[src/rtl/spi_pkg.sv]
// Shared types and default sizes for the SPI master and its clock generator.
package spi_pkg;

  localparam int DEF_DWIDTH  = 8;
  localparam int DEF_AWIDTH  = 7;
  localparam int DEF_NSLAVES = 4;
  localparam int FRAME_W     = 1 + DEF_AWIDTH + DEF_DWIDTH;

  typedef enum logic [1:0] {
    IDLE  = 2'd0,
    SETUP = 2'd1,
    XFER  = 2'd2,
    HOLD  = 2'd3
  } state_t;

  typedef struct packed {
    logic cpol;
    logic cphase;
  } mode_t;

endpackage

[src/rtl/spi_clkgen.sv]
// SCK timing: half-period down-counter plus edge counter.
// lead/trail strobes fire in the clk cycle whose closing edge moves SCK;
// done fires when the post-transfer hold half period expires.
module spi_clkgen
  import spi_pkg::*;
#(
  parameter int DIVW  = 8,
  parameter int NBITS = FRAME_W
) (
  input  logic            clk,
  input  logic            rst,
  input  logic            load_i,
  input  logic            active_i,
  input  logic [DIVW-1:0] div_i,
  output logic            lead_stb_o,
  output logic            trail_stb_o,
  output logic            last_edge_o,
  output logic            done_o
);

  localparam int            EW    = $clog2(2 * NBITS + 1);
  localparam logic [EW-1:0] EDGES = EW'(2 * NBITS);

  logic [DIVW-1:0] div_q, div_d;
  logic [DIVW-1:0] hp_q, hp_d;
  logic [EW-1:0]   ec_q, ec_d;
  logic            tick;
  logic            edge_stb;

  assign tick        = active_i && (hp_q == '0);
  assign edge_stb    = tick && (ec_q != EDGES);
  assign lead_stb_o  = edge_stb && !ec_q[0];
  assign trail_stb_o = edge_stb && ec_q[0];
  assign last_edge_o = edge_stb && (ec_q == EDGES - EW'(1));
  assign done_o      = tick && (ec_q == EDGES);

  // Counter next-state: reload on accept and on every half-period expiry.
  always_comb begin
    div_d = div_q;
    hp_d  = hp_q;
    ec_d  = ec_q;
    if (load_i) begin
      div_d = div_i;
      hp_d  = div_i;
      ec_d  = '0;
    end else if (tick) begin
      hp_d = div_q;
      if (edge_stb) ec_d = ec_q + EW'(1);
    end else if (active_i) begin
      hp_d = hp_q - DIVW'(1);
    end
  end

  // Counter registers.
  always_ff @(posedge clk or posedge rst) begin
    if (rst) begin
      div_q <= '0;
      hp_q  <= '0;
      ec_q  <= '0;
    end else begin
      div_q <= div_d;
      hp_q  <= hp_d;
      ec_q  <= ec_d;
    end
  end

endmodule

[src/rtl/spi_master_gen.sv]
// Parametrised SPI master: one {rw, addr, data} frame per accepted command,
// any CPOL/CPHA mode, runtime divider, chip-select decode and read-back.
//
// state | meaning
// IDLE  | ready for a command; sck follows cfg_mode[1], ss_n all ones
// SETUP | chip select asserted, one half period before the first edge
// XFER  | 2N SCK edges, shifting mosi and sampling miso
// HOLD  | one half period after the last edge, then release ss_n
module spi_master_gen
  import spi_pkg::*;
#(
  parameter int  DWIDTH  = DEF_DWIDTH,
  parameter int  AWIDTH  = DEF_AWIDTH,
  parameter int  NSLAVES = DEF_NSLAVES,
  parameter int  DIVW    = 8,
  localparam int SW      = (NSLAVES > 1) ? $clog2(NSLAVES) : 1
) (
  input  logic              clk,
  input  logic              rst,
  input  logic              cmd_valid,
  output logic              cmd_ready,
  input  logic              cmd_rw,
  input  logic [AWIDTH-1:0] cmd_addr,
  input  logic [DWIDTH-1:0] cmd_wdata,
  input  logic [SW-1:0]     cmd_slave,
  input  logic [1:0]        cfg_mode,
  input  logic [DIVW-1:0]   cfg_div,
  output logic              rsp_valid,
  output logic [DWIDTH-1:0] rsp_rdata,
  output logic              rsp_err,
  output logic              busy,
  output logic              sck,
  output logic              mosi,
  input  logic              miso,
  output logic [NSLAVES-1:0] ss_n
);

  localparam int N = 1 + AWIDTH + DWIDTH;

  state_t             state_q, state_d;
  mode_t              mode_q, mode_d;
  logic [N-1:0]       tx_q, tx_d;
  logic [DWIDTH-1:0]  rx_q, rx_d;
  logic               sck_q, sck_d;
  logic               mosi_q, mosi_d;
  logic [NSLAVES-1:0] ss_n_q, ss_n_d;
  logic               rsp_valid_q, rsp_valid_d;
  logic [DWIDTH-1:0]  rsp_rdata_q, rsp_rdata_d;
  logic               rsp_err_q, rsp_err_d;
  logic               err_q, err_d;

  logic               accept;
  logic               lead_stb, trail_stb, last_edge, done;
  logic               drive, sample;
  logic [N-1:0]       frame;
  logic [NSLAVES-1:0] ss_sel;

  assign accept    = cmd_valid && (state_q == IDLE);
  assign cmd_ready = (state_q == IDLE);
  assign busy      = (state_q != IDLE);
  assign rsp_valid = rsp_valid_q;
  assign rsp_rdata = rsp_rdata_q;
  assign rsp_err   = rsp_err_q;
  assign sck       = sck_q;
  assign mosi      = mosi_q;
  assign ss_n      = ss_n_q;

  spi_clkgen #(
    .DIVW  (DIVW),
    .NBITS (N)
  ) u_clkgen (
    .clk         (clk),
    .rst         (rst),
    .load_i      (accept),
    .active_i    (state_q != IDLE),
    .div_i       (cfg_div),
    .lead_stb_o  (lead_stb),
    .trail_stb_o (trail_stb),
    .last_edge_o (last_edge),
    .done_o      (done)
  );

  // State register.
  always_ff @(posedge clk or posedge rst) begin
    if (rst) state_q <= IDLE;
    else     state_q <= state_d;
  end

  // Next-state logic.
  always_comb begin
    state_d = state_q;
    unique case (state_q)
      IDLE:  if (accept)    state_d = SETUP;
      SETUP: if (lead_stb)  state_d = XFER;
      XFER:  if (last_edge) state_d = HOLD;
      HOLD:  if (done)      state_d = IDLE;
      default:              state_d = IDLE;
    endcase
  end

  // Frame assembly and chip-select decode from the live command fields;
  // an out-of-range slave index matches no bit, so nothing is selected.
  always_comb begin
    frame  = {cmd_rw, cmd_addr, (cmd_rw ? {DWIDTH{1'b0}} : cmd_wdata)};
    ss_sel = '1;
    for (int i = 0; i < NSLAVES; i++) ss_sel[i] = (cmd_slave != SW'(i));
  end

  // Output and datapath next-state.
  always_comb begin
    mode_d      = mode_q;
    tx_d        = tx_q;
    rx_d        = rx_q;
    sck_d       = sck_q;
    mosi_d      = mosi_q;
    ss_n_d      = ss_n_q;
    rsp_valid_d = 1'b0;
    rsp_rdata_d = rsp_rdata_q;
    rsp_err_d   = rsp_err_q;
    err_d       = err_q;
    drive       = 1'b0;
    sample      = 1'b0;
    if (state_q == IDLE) begin
      sck_d  = cfg_mode[1];
      mosi_d = 1'b0;
      if (accept) begin
        mode_d = mode_t'(cfg_mode);
        err_d  = (int'(cmd_slave) >= NSLAVES);
        ss_n_d = ss_sel;
        if (cfg_mode[0]) begin
          // CPHA=1 puts the first bit out on the first edge.
          tx_d = frame;
        end else begin
          mosi_d = frame[N-1];
          tx_d   = frame << 1;
        end
      end
    end else begin
      sck_d  = (state_q == XFER) ? sck_q : mode_q.cpol;
      drive  = mode_q.cphase ? lead_stb : (trail_stb && !last_edge);
      sample = mode_q.cphase ? trail_stb : lead_stb;
      if (lead_stb || trail_stb) sck_d = ~sck_q;
      if (drive) begin
        mosi_d = tx_q[N-1];
        tx_d   = tx_q << 1;
      end
      if (sample) rx_d = DWIDTH'({rx_q, miso});
      if (done) begin
        sck_d       = cfg_mode[1];
        mosi_d      = 1'b0;
        ss_n_d      = '1;
        rsp_valid_d = 1'b1;
        rsp_rdata_d = rx_q;
        rsp_err_d   = err_q;
      end
    end
  end

  // Datapath and output registers.
  always_ff @(posedge clk or posedge rst) begin
    if (rst) begin
      mode_q      <= '0;
      tx_q        <= '0;
      rx_q        <= '0;
      sck_q       <= 1'b0;
      mosi_q      <= 1'b0;
      ss_n_q      <= '1;
      rsp_valid_q <= 1'b0;
      rsp_rdata_q <= '0;
      rsp_err_q   <= 1'b0;
      err_q       <= 1'b0;
    end else begin
      mode_q      <= mode_d;
      tx_q        <= tx_d;
      rx_q        <= rx_d;
      sck_q       <= sck_d;
      mosi_q      <= mosi_d;
      ss_n_q      <= ss_n_d;
      rsp_valid_q <= rsp_valid_d;
      rsp_rdata_q <= rsp_rdata_d;
      rsp_err_q   <= rsp_err_d;
      err_q       <= err_d;
    end
  end

endmodule

[config.mk]
export PLATFORM = sky130hd
export DESIGN_NAME = spi_master_gen
export DESIGN_NICKNAME = d
export VERILOG_FILES = /design/src/rtl/spi_pkg.sv /design/src/rtl/spi_clkgen.sv /design/src/rtl/spi_master_gen.sv
export SDC_FILE = /design/constraint.sdc
export NUM_CORES = 1
export LEC_CHECK = 0
export ABC_AREA = 1
export BUFFER_PORTS_ARGS = -buffer_cell sky130_fd_sc_hd__clkbuf_2
export CORE_MARGIN = 2
export CORE_UTILIZATION = 52
export DETAILED_ROUTE_END_ITERATION = 16
export HOLD_SLACK_MARGIN = 0.15
export PLACE_DENSITY_LB_ADDON = 0.25
export SKIP_CTS_REPAIR_TIMING = 1
export SLEW_MARGIN = 20
export SYNTH_ARGS = -nofsm -noshare
export SYNTH_HDL_FRONTEND = slang
export SYNTH_HIERARCHICAL = 1
export SYNTH_SLANG_ARGS = --single-unit
[constraint.sdc]
create_clock -name clk -period 2.5 [get_ports clk]
set_input_delay 0.25 -clock clk [delete_from_list [all_inputs] [get_ports clk]]
set_output_delay 0.25 -clock clk [all_outputs]
set_load 0.05 [all_outputs]
## After elaboration in Yosys (flattened, before gate mapping)

Index checks and enable logic that the tools add are counted.

| word-level totals | value |
|---|---|
| flip-flop bits (word level) | 65 |
| output and inout port bits | 18 |
| logic and storage cells | 91 |

| operators by class | value |
|---|---|
| add/subtract/negate cells | 2 |
| equal/unequal tests | 14 |
| muxes and demuxes | 32 |
| bitwise logic cells | 2 |
| reductions and logical operators | 28 |

Operators by type and width:

| cell | number |
|---|---|
| two-way mux 16 bit | 4 |
| two-way mux 8 bit | 4 |
| two-way mux 6 bit | 3 |
| two-way mux 1 bit | 13 |
| two-way mux 4 bit | 3 |
| AND reduction 2 bit | 6 |
| nonzero test 2 bit | 6 |
| != test 2 bit (second input constant) | 5 |
| logical AND 1 bit | 8 |
| logical NOT 8 bit | 1 |
| two-way mux 2 bit | 4 |
| one-hot mux 2 bit (4 select lines) | 1 |
| subtractor 8 x 1 -> 8 bit (second input constant) | 1 |
| adder 6 x 1 -> 6 bit (second input constant) | 1 |
| == test 6 x 5 -> 1 bit (second input constant) | 1 |
| == test 6 bit (second input constant) | 1 |
| != test 6 bit (second input constant) | 1 |
| nonzero test 3 bit | 2 |
| == test 2 bit (second input constant) | 2 |
| != test 2 x 1 -> 1 bit (second input constant) | 2 |
| != test 4 x 3 -> 1 bit (second input constant) | 1 |
| AND reduction 4 bit | 1 |
| == test 2 x 1 -> 1 bit (second input constant) | 1 |
| logical NOT 1 bit | 2 |
| 3 further kinds | 4 |

## Depth between registers and ports, before layout

Gate-level depths: netlist (run 1).

| depth | value |
|---|---|
| depth after elaboration | 10 |
| mapped depth | 17 |

## By module

The synthesis (run 1) kept the hierarchy.

Modules (own cells, without submodules):

| module | instances | cells each | area each (µm²) | sequential area each (µm²) |
|---|---|---|---|---|
| spi_master_gen | 1 | 299 | 2294.7 | 1081.0 |
| spi_clkgen | 1 | 187 | 1375.1 | 550.5 |

## Least setup slack after synthesis (run 1)

Ideal clock, no wire load.

| timing path | value |
|---|---|
| path kind | register -> register |
| start point | reg state_q[0] |
| end point | reg rx_q[0] |
| arrival | 2.512 ns |
| data required time | 2.374 ns |
| setup slack | -0.138 ns |
| cell stages (with the launch flop) | 16 |
| buffers on the path | 3 |
| period minus slack after synthesis | 2.638 ns |
| cell sequence | dfrtp_1 -> inv_1 -> ha_1 -> buf_2 -> inv_1 -> buf_2 -> nand3_2 -> inv_1 -> nand3_4 -> nor2_1 -> inv_1 -> a21oi_1 -> o21ai_2 -> buf_6 -> nand2_1 -> o21ai_0 |

| between the ends | value |
|---|---|
| cells in the longest elaborated chain, start to end | 6 |
| elaborated cells on any way between the ends | 9 |
| classes of those cells | mux (1); bitwise (1); reduce/logical (7) |

Ends and longest elaborated chain:

| item | line | source |
|---|---|---|
| start, declared | spi_master_gen.sv:40 | `state_t state_q, state_d;` |
| start signal, assigned | spi_master_gen.sv:86 | `else state_q <= state_d;` |
| nonzero test 2 bit | - |  |
| via busy | spi_master_gen.sv:31 | `output logic busy,` |
| logical AND 1 bit | spi_clkgen.sv:30 | `assign tick = active_i && (hp_q == '0);` |
| logical AND 1 bit | spi_clkgen.sv:31 | `assign edge_stb = tick && (ec_q != EDGES);` |
| logical AND 1 bit | spi_clkgen.sv:33 | `assign trail_stb_o = edge_stb && ec_q[0];` |
| via trail_stb | spi_master_gen.sv:53 | `logic lead_stb, trail_stb, last_edge, done;` |
| two-way mux 1 bit | spi_master_gen.sv:141 | `sample = mode_q.cphase ? trail_stb : lead_stb;` |
| AND reduction 2 bit (no source line) | - |  |
| end signal, assigned | spi_master_gen.sv:175 | `rx_q <= rx_d;` |
| end, declared | spi_master_gen.sv:43 | `logic [DWIDTH-1:0] rx_q, rx_d;` |

The timed path passes the listed nets, and every way through them passes these cells.
A chain may end at the register's enable or synchronous reset.

## Worst setup path after layout (run 1)

| timing path | value |
|---|---|
| start point | reg state_q[0] |
| end point | reg tx_q[0] |

| between the ends | value |
|---|---|
| cells in the longest elaborated chain, start to end | 9 |
| elaborated cells on any way between the ends | 15 |
| classes of those cells | eq/ne (1); mux (2); reduce/logical (12) |

Ends and longest elaborated chain:

| item | line | source |
|---|---|---|
| nonzero test 2 bit | spi_master_gen.sv:75 | `.active_i (state_q != IDLE),` |
| logical AND 1 bit | spi_clkgen.sv:30 |  |
| logical AND 1 bit | spi_clkgen.sv:31 |  |
| logical AND 1 bit | spi_clkgen.sv:34 | `assign last_edge_o = edge_stb && (ec_q == EDGES - EW'(1));` |
| via last_edge | spi_master_gen.sv:53 |  |
| logical NOT 1 bit | spi_master_gen.sv:140 | `drive = mode_q.cphase ? lead_stb : (trail_stb && !last_edge);` |
| logical AND 1 bit | spi_master_gen.sv:140 |  |
| two-way mux 1 bit | spi_master_gen.sv:140 |  |
| nonzero test 2 bit (no source line) | - |  |
| AND reduction 2 bit (no source line) | - |  |
| end signal, assigned | spi_master_gen.sv:174 | `tx_q <= tx_d;` |
| end, declared | spi_master_gen.sv:42 | `logic [N-1:0] tx_q, tx_d;` |

The timed path passes the listed nets, and every way through them passes these cells.

==> out/qor.yml, run 1 <==
floorplan:
  die_w_um: 88.0
  dieArea_um2: 7740
  initial_core_util: 0.540
  fp-row-count: 30
  ioPinCount: 50
  core_area_um2: 6790
  die_y_um: 88.0
place:
  place_area_um2: 3970
  post-place-ws_ps: 203
  place_congestion: 0.835
  place_hpwl_mm: 5.60
  io_buffers: 48
final_layout:
  regArea_um2: 1630
  syn_to_final_growth_pct: 16.7
  utilization: 0.630
  drive_above_1_share: 0.196
  insertedDiodeCount: 0
  finalNetCount: 587
  fill_cells: 619
  stdcell_area_um2: 4280
  multi_input_area_um2: 1760
setup_path:
  crit_path_frequent_cell: "inv_1"
  worstPathArrival_ps: 2480
  end_kind: "flop"
  critPathMaxFanout: 17
  slowest_delay_ps: 400
  worstSetupPathType: "reg -> reg"
  endpoint: "tx_q[0]$_DFFE_PP0P_"
  cp_cell_sequence: "inv_1, ha_1, inv_1, nand3_2, inv_1, nand3_4, nor2_2, nand4_1, nor2_2, nand3b_4, nand2_2, nand2_4, o21ai_0"
  start_kind: "flop"
  slowest_stage: "dfrtp_1"
  rrSetupSlack_ps: 260
  reg2reg_depth: 13
  crit_start: "state_q[0]$_DFFE_PP0P_"
  rr_endpoint: "tx_q[0]$_DFFE_PP0P_"
  cp.required_ps: 2730
  timing.rr.start: "state_q[0]$_DFFE_PP0P_"
synth:
  synth_top_area_frac: 0.416
  yosysUniqueCellTypes: 36
  synth.area.top_cells: "dfrtp_1, nand2_1, o21ai_0, inv_1, nor2_1"
  avgSynthCellArea_um2: 7.55
  synth-main-ff-cell: "dfrtp_1"
  synthesis.area_um2: 3670
  ys_warn_count: 6
  yosysMostFrequentCell: "nand2_1"
  synth_edf_count: 0
  ys_async_sr_fraction: 1.00
  syn_nets: 527
  synth_top_cell_by_area: "dfrtp_1"
  synth_common_cells: "nand2_1, dfrtp_1, inv_1"
  synth-seq-cells: 65
  netlist_instances: 486
  synth_seq_area_share: 0.445
route:
  vias: 3219
  via_per_inst: 4.98
  drt_iter0_drc: 158
  highest_layer: "met4"
  drcViolationCount: 0
  antenna_left: 0
  routed_wl_mm: 7.90
  met2WireLength_mm: 3.74
  wl_met3_um: 352
  wl_met1_mm: 3.70
  first_pass_iters: 4
  wl_per_cell_um: 12.2
grt:
  antenna_found_initial: 0
  overflow: 0
  grt_usage: 0.223
  grt_start_max_net_pins: 40
  grt_pass1_vias: 2982
  grt_pass1_wl_mm: 13.3
clock_tree:
  cts.sinks: 65
  cts_tree: "yes"
  clk_latency_ps: 350
  path_clk_slew_ps: 80
  clockBufferDepth: 2
  cts_root_buf: "clkbuf_8"
  ctsHtreeMaxLevel: 3
  cts_buffers: 9
pwr:
  vdd_drop_max_uv: 350
  cellPowerDensity_nw_per_um2: 485
  leakage_nw: 2.25
timing:
  min_period_over_period: 0.896
  rsz0062_at_grt: "no"
  setup_violations: 0
  fmax_mhz: 446
  finClkSkew_ps: 10.7
  maxSlewViolCount: 0
  hold_viol: 0
  period_needed_ps: 2240
  worst_pin_slew_ps: 853
  tns_ps: 0
  slew_headroom: 0.431
  fin_ws_ps: 259
flow_run:
  max_cap_violations: 0
run_status:
  outcome: "finished, final reports clean"
min_path:
  holdCritPathClass: "in -> reg"
[kinds of logic (layout without fill, tap and decap cells)]
kind of cell             count (synthesis)  after routing  synth area share
other                                    1              1           0.00102
adder cells (fa/ha/maj)                  9              9            0.0307
buffers and inverters                   62            127            0.0774
flip-flops                              65             65             0.445
XOR/XNOR                                 3              3           0.00716
AO/OA/AOI/OAI                           70             70             0.111
AND/OR/NAND/NOR                        276            276             0.328
[critical path: cells and delay by family (launching register included)]
family	cells	cell delay, ps
flip-flops	1	400
buffers and inverters	3	350
AO/OA/AOI/OAI	1	100
adder cells (fa/ha/maj)	1	210
AND/OR/NAND/NOR	8	1060
[area by class of cell]
cell class                      instances  share of cell area
Clock inverter                          7              0.0181
Inverter                               47              0.0421
Clock buffer                            9              0.0289
Timing Repair Buffer                   64              0.0906
Sequential cell                        65               0.381
Tap cell                               96              0.0280
Multi-Input combinational cell        359               0.411
[per-layer routing]
metal | GRT usage | vias up
li1 | - | 1653
met1 | 0.307 | 1487
met2 | 0.344 | 70
met3 | 0.0396 | 9
met4 | 0.0993 | 0
met5 | 0 | -
[worst min-delay path by stage]
stage	cells past startpoint	from	slack [ps]	to
global route	3	miso	160	rx_q[0]$_DFFE_PP0P_
CTS	2	rst	6	ss_n[1]$_DFFE_PP1P_
global placement	2	rst	380	ss_n[1]$_DFFE_PP1P_
detailed placement	2	rst	390	ss_n[1]$_DFFE_PP1P_
finish	3	miso	130	rx_q[0]$_DFFE_PP0P_
floorplan	1	rst	240	u_clkgen/div_q[0]$_DFFE_PP0P_
[where the power goes]
| group | total [mW] | switching (mW) | internal (mW) |
|---|---|---|---|
| Clock | 0.916 | 0.447 | 0.468 |
| Combinational | 0.104 | 0.0693 | 0.0351 |
| Sequential | 1.06 | 0.00161 | 1.06 |
| Total | 2.08 | 0.518 | 1.56 |
[through the flow]
stage | cells | hold slack (ps) | total power [mW]
global placement | 621 | 382 | 1.18
finish | 647 | 130 | 2.08
detailed placement | 621 | 387 | 1.18
floorplan | 486 | 239 | 1.14
CTS | 637 | 5.79 | 2.10
global route | 647 | 164 | 2.16
[registers in the layout (all words and copies together) (netlist names)]
name,count
rsp_rdata,8
rx_q,8
mosi,1
state_q,2
u_clkgen/ec_q,6
mode_q,2
u_clkgen/div_q,8
rsp_valid,1
u_clkgen/hp_q,8
sck,1
tx_q,16
ss_n,4
[layout by cell type (no fill, tap or decap), drive strengths merged, types with 9 or more instances in the layout]
cell and n:
a21oi 16, buf 10, clkbuf 57, dfrtp 61, ha 9, inv 47, nand2 190, nand3 30
nor2 43, o21ai 50
No activity file was read; power rests on OpenSTA's default activity.
==> inputs of run 2 (changes only) <==
Settings changed: CORE_UTILIZATION 52 to 30.
==> out/qor.yml, run 2 (synthesis gave the netlist of run 1 again) <==
setup_path:
  critPathMaxFanout: 17
  crit_family: "simple AND/OR/NAND/NOR gates"
  start_kind: "flop"
  slowest_stage: "dfrtp_1"
  end_kind: "flop"
  crit_path_frequent_cell: "inv_1"
  cp_cell_sequence: "inv_1, ha_1, inv_1, nand3_2, inv_1, nand3_4, nor2_2, nand4_1, nor2_1, nand3b_4, nand2_2, nand2_4, o21ai_0"
  worstSetupPathType: "reg -> reg"
  worstPathArrival_ps: 2470
  cp.required_ps: 2710
  cp.buffers_inverters: 3
  slowest_delay_ps: 390
pwr:
  vdd_drop_max_uv: 295
  cellPowerDensity_nw_per_um2: 552
  leakage_nw: 2.25
timing:
  fin_ws_ps: 246
  rsz0062_at_grt: "no"
  slew_headroom: 0.407
  min_period_over_period: 0.902
  period_needed_ps: 2250
  finClkSkew_ps: 6.87
  maxSlewViolCount: 0
  worst_pin_slew_ps: 888
  fmax_mhz: 444
  fin_hold_ws_ps: 139
  setup_violations: 0
  hold_viol: 0
  tns_ps: 0
route:
  antenna_left: 0
  wl_per_cell_um: 12.2
  first_pass_iters: 4
  drcViolationCount: 0
  drt_iter0_drc: 134
  vias: 3155
  routed_wl_mm: 8.43
  via_per_inst: 4.57
final_layout:
  top_register: "tx_q"
  drive_above_1_share: 0.191
  layout_commonest_cell: "nand2_1"
  syn_to_final_growth_pct: 19.3
  largest_reg_flops: 16
  layout_common_cells: "nand2_1, dfrtp_1, clkbuf_2"
  insertedDiodeCount: 0
  finalNetCount: 580
place:
  post-place-ws_ps: 132
  place_hpwl_mm: 6.08
  place_congestion: 0.801
  io_buffers: 48
grt:
  grt_pass1_wl_mm: 14.7
  antenna_found_initial: 0
  overflow: 0
  grt_usage: 0.141
  grt_pass1_vias: 3030
  grt_start_max_net_pins: 26
clock_tree:
  clk_latency_ps: 340
  cts_buffers: 9
  path_clk_slew_ps: 60
  cts_tree: "yes"
  ctsHtreeMaxLevel: 3
  cts_root_buf: "clkbuf_16"
  cts.sinks: 65
  clockBufferDepth: 2
floorplan:
  die_w_um: 115
  initial_core_util: 0.307
  ioPinCount: 50
  core_area_um2: 12000
  die_y_um: 115
  fp-row-count: 40
  dieArea_um2: 13100
run_status:
  outcome: "finished, final reports clean"
flow_run:
  max_cap_violations: 0
min_path:
  holdCritPathClass: "in -> reg"
==> run 2: cell count changes in the layout (fill, tap and decap cells not counted), sizes merged <==
| cell | previous run | this run |
|---|---|---|
| clkinvlp | 2 | 3 |
| clkbuf | 57 | 58 |
| dlygate4sd3 | 6 | 2 |
| inv | 47 | 45 |
| buf | 10 | 7 |
==> run 2: path summary, 6_finish.rpt <==
check / start / end / slack, ps / cells after the start
max: state_q[0]$_DFFE_PP0P_ / tx_q[0]$_DFFE_PP0P_ / 250 / 13
min: miso / rx_q[0]$_DFFE_PP0P_ / 140 / 3
max reg2reg: state_q[0]$_DFFE_PP0P_ / tx_q[0]$_DFFE_PP0P_ / 250 / 13
min reg2reg: u_clkgen/div_q[7]$_DFFE_PP0P_ / u_clkgen/div_q[7]$_DFFE_PP0P_ / 470 / 2
max in group asynchronous: rst / rsp_valid$_DFF_PP0_ / 1250 / 4
min in group asynchronous: rst / tx_q[1]$_DFFE_PP0P_ / 540 / 3
==> run 2: cell type report <==
cell class	count	area, um2
Timing Repair Buffer	57	325
Clock buffer	10	229
Tap cell	147	184
Multi-Input combinational cell	359	1760
Fill cell	1276	7580
Inverter	47	180
Sequential cell	65	1630
Clock inverter	6	67.6
==> run 2: metrics by stage <==
stage	power, mW	instances	cell area, um2	utilization
5_1_grt	2.51	691	4380	0.366
4_1_cts	2.45	687	4320	0.361
2_1_floorplan	1.14	486	3670	-
3_5_place_dp	1.18	671	4020	0.336
6_report	2.42	691	4380	0.366
3_3_place_gp	1.18	671	4020	0.336
==> run 2: routing by layer <==
metal | track usage | up-vias | wire length, um
li1 | - | 1637 | -
met1 | 0.176 | 1459 | 3920
met2 | 0.231 | 43 | 4000
met3 | 0.0392 | 16 | 356
met4 | 0.0593 | 0 | 148
met5 | 0 | - | 0
==> run 2: worst reg2reg max path, cell delays in order (launching register included) <==
cell	delay, ps
dfrtp_1	390
inv_1	90
ha_1	220
inv_1	80
nand3_2	120
inv_1	170
nand3_4	130
nor2_2	110
nand4_1	80
nor2_1	170
nand3b_4	200
nand2_2	80
nand2_4	180
o21ai_0	110
==> run 2: power breakdown <==
part / switching [mW] / leakage [nW] / internal [mW]
registers: 0.00175 / 0.738 / 1.06
logic: 0.0699 / 1.37 / 0.0311
clock network: 0.480 / 0.139 / 0.775
total: 0.552 / 2.25 / 1.86
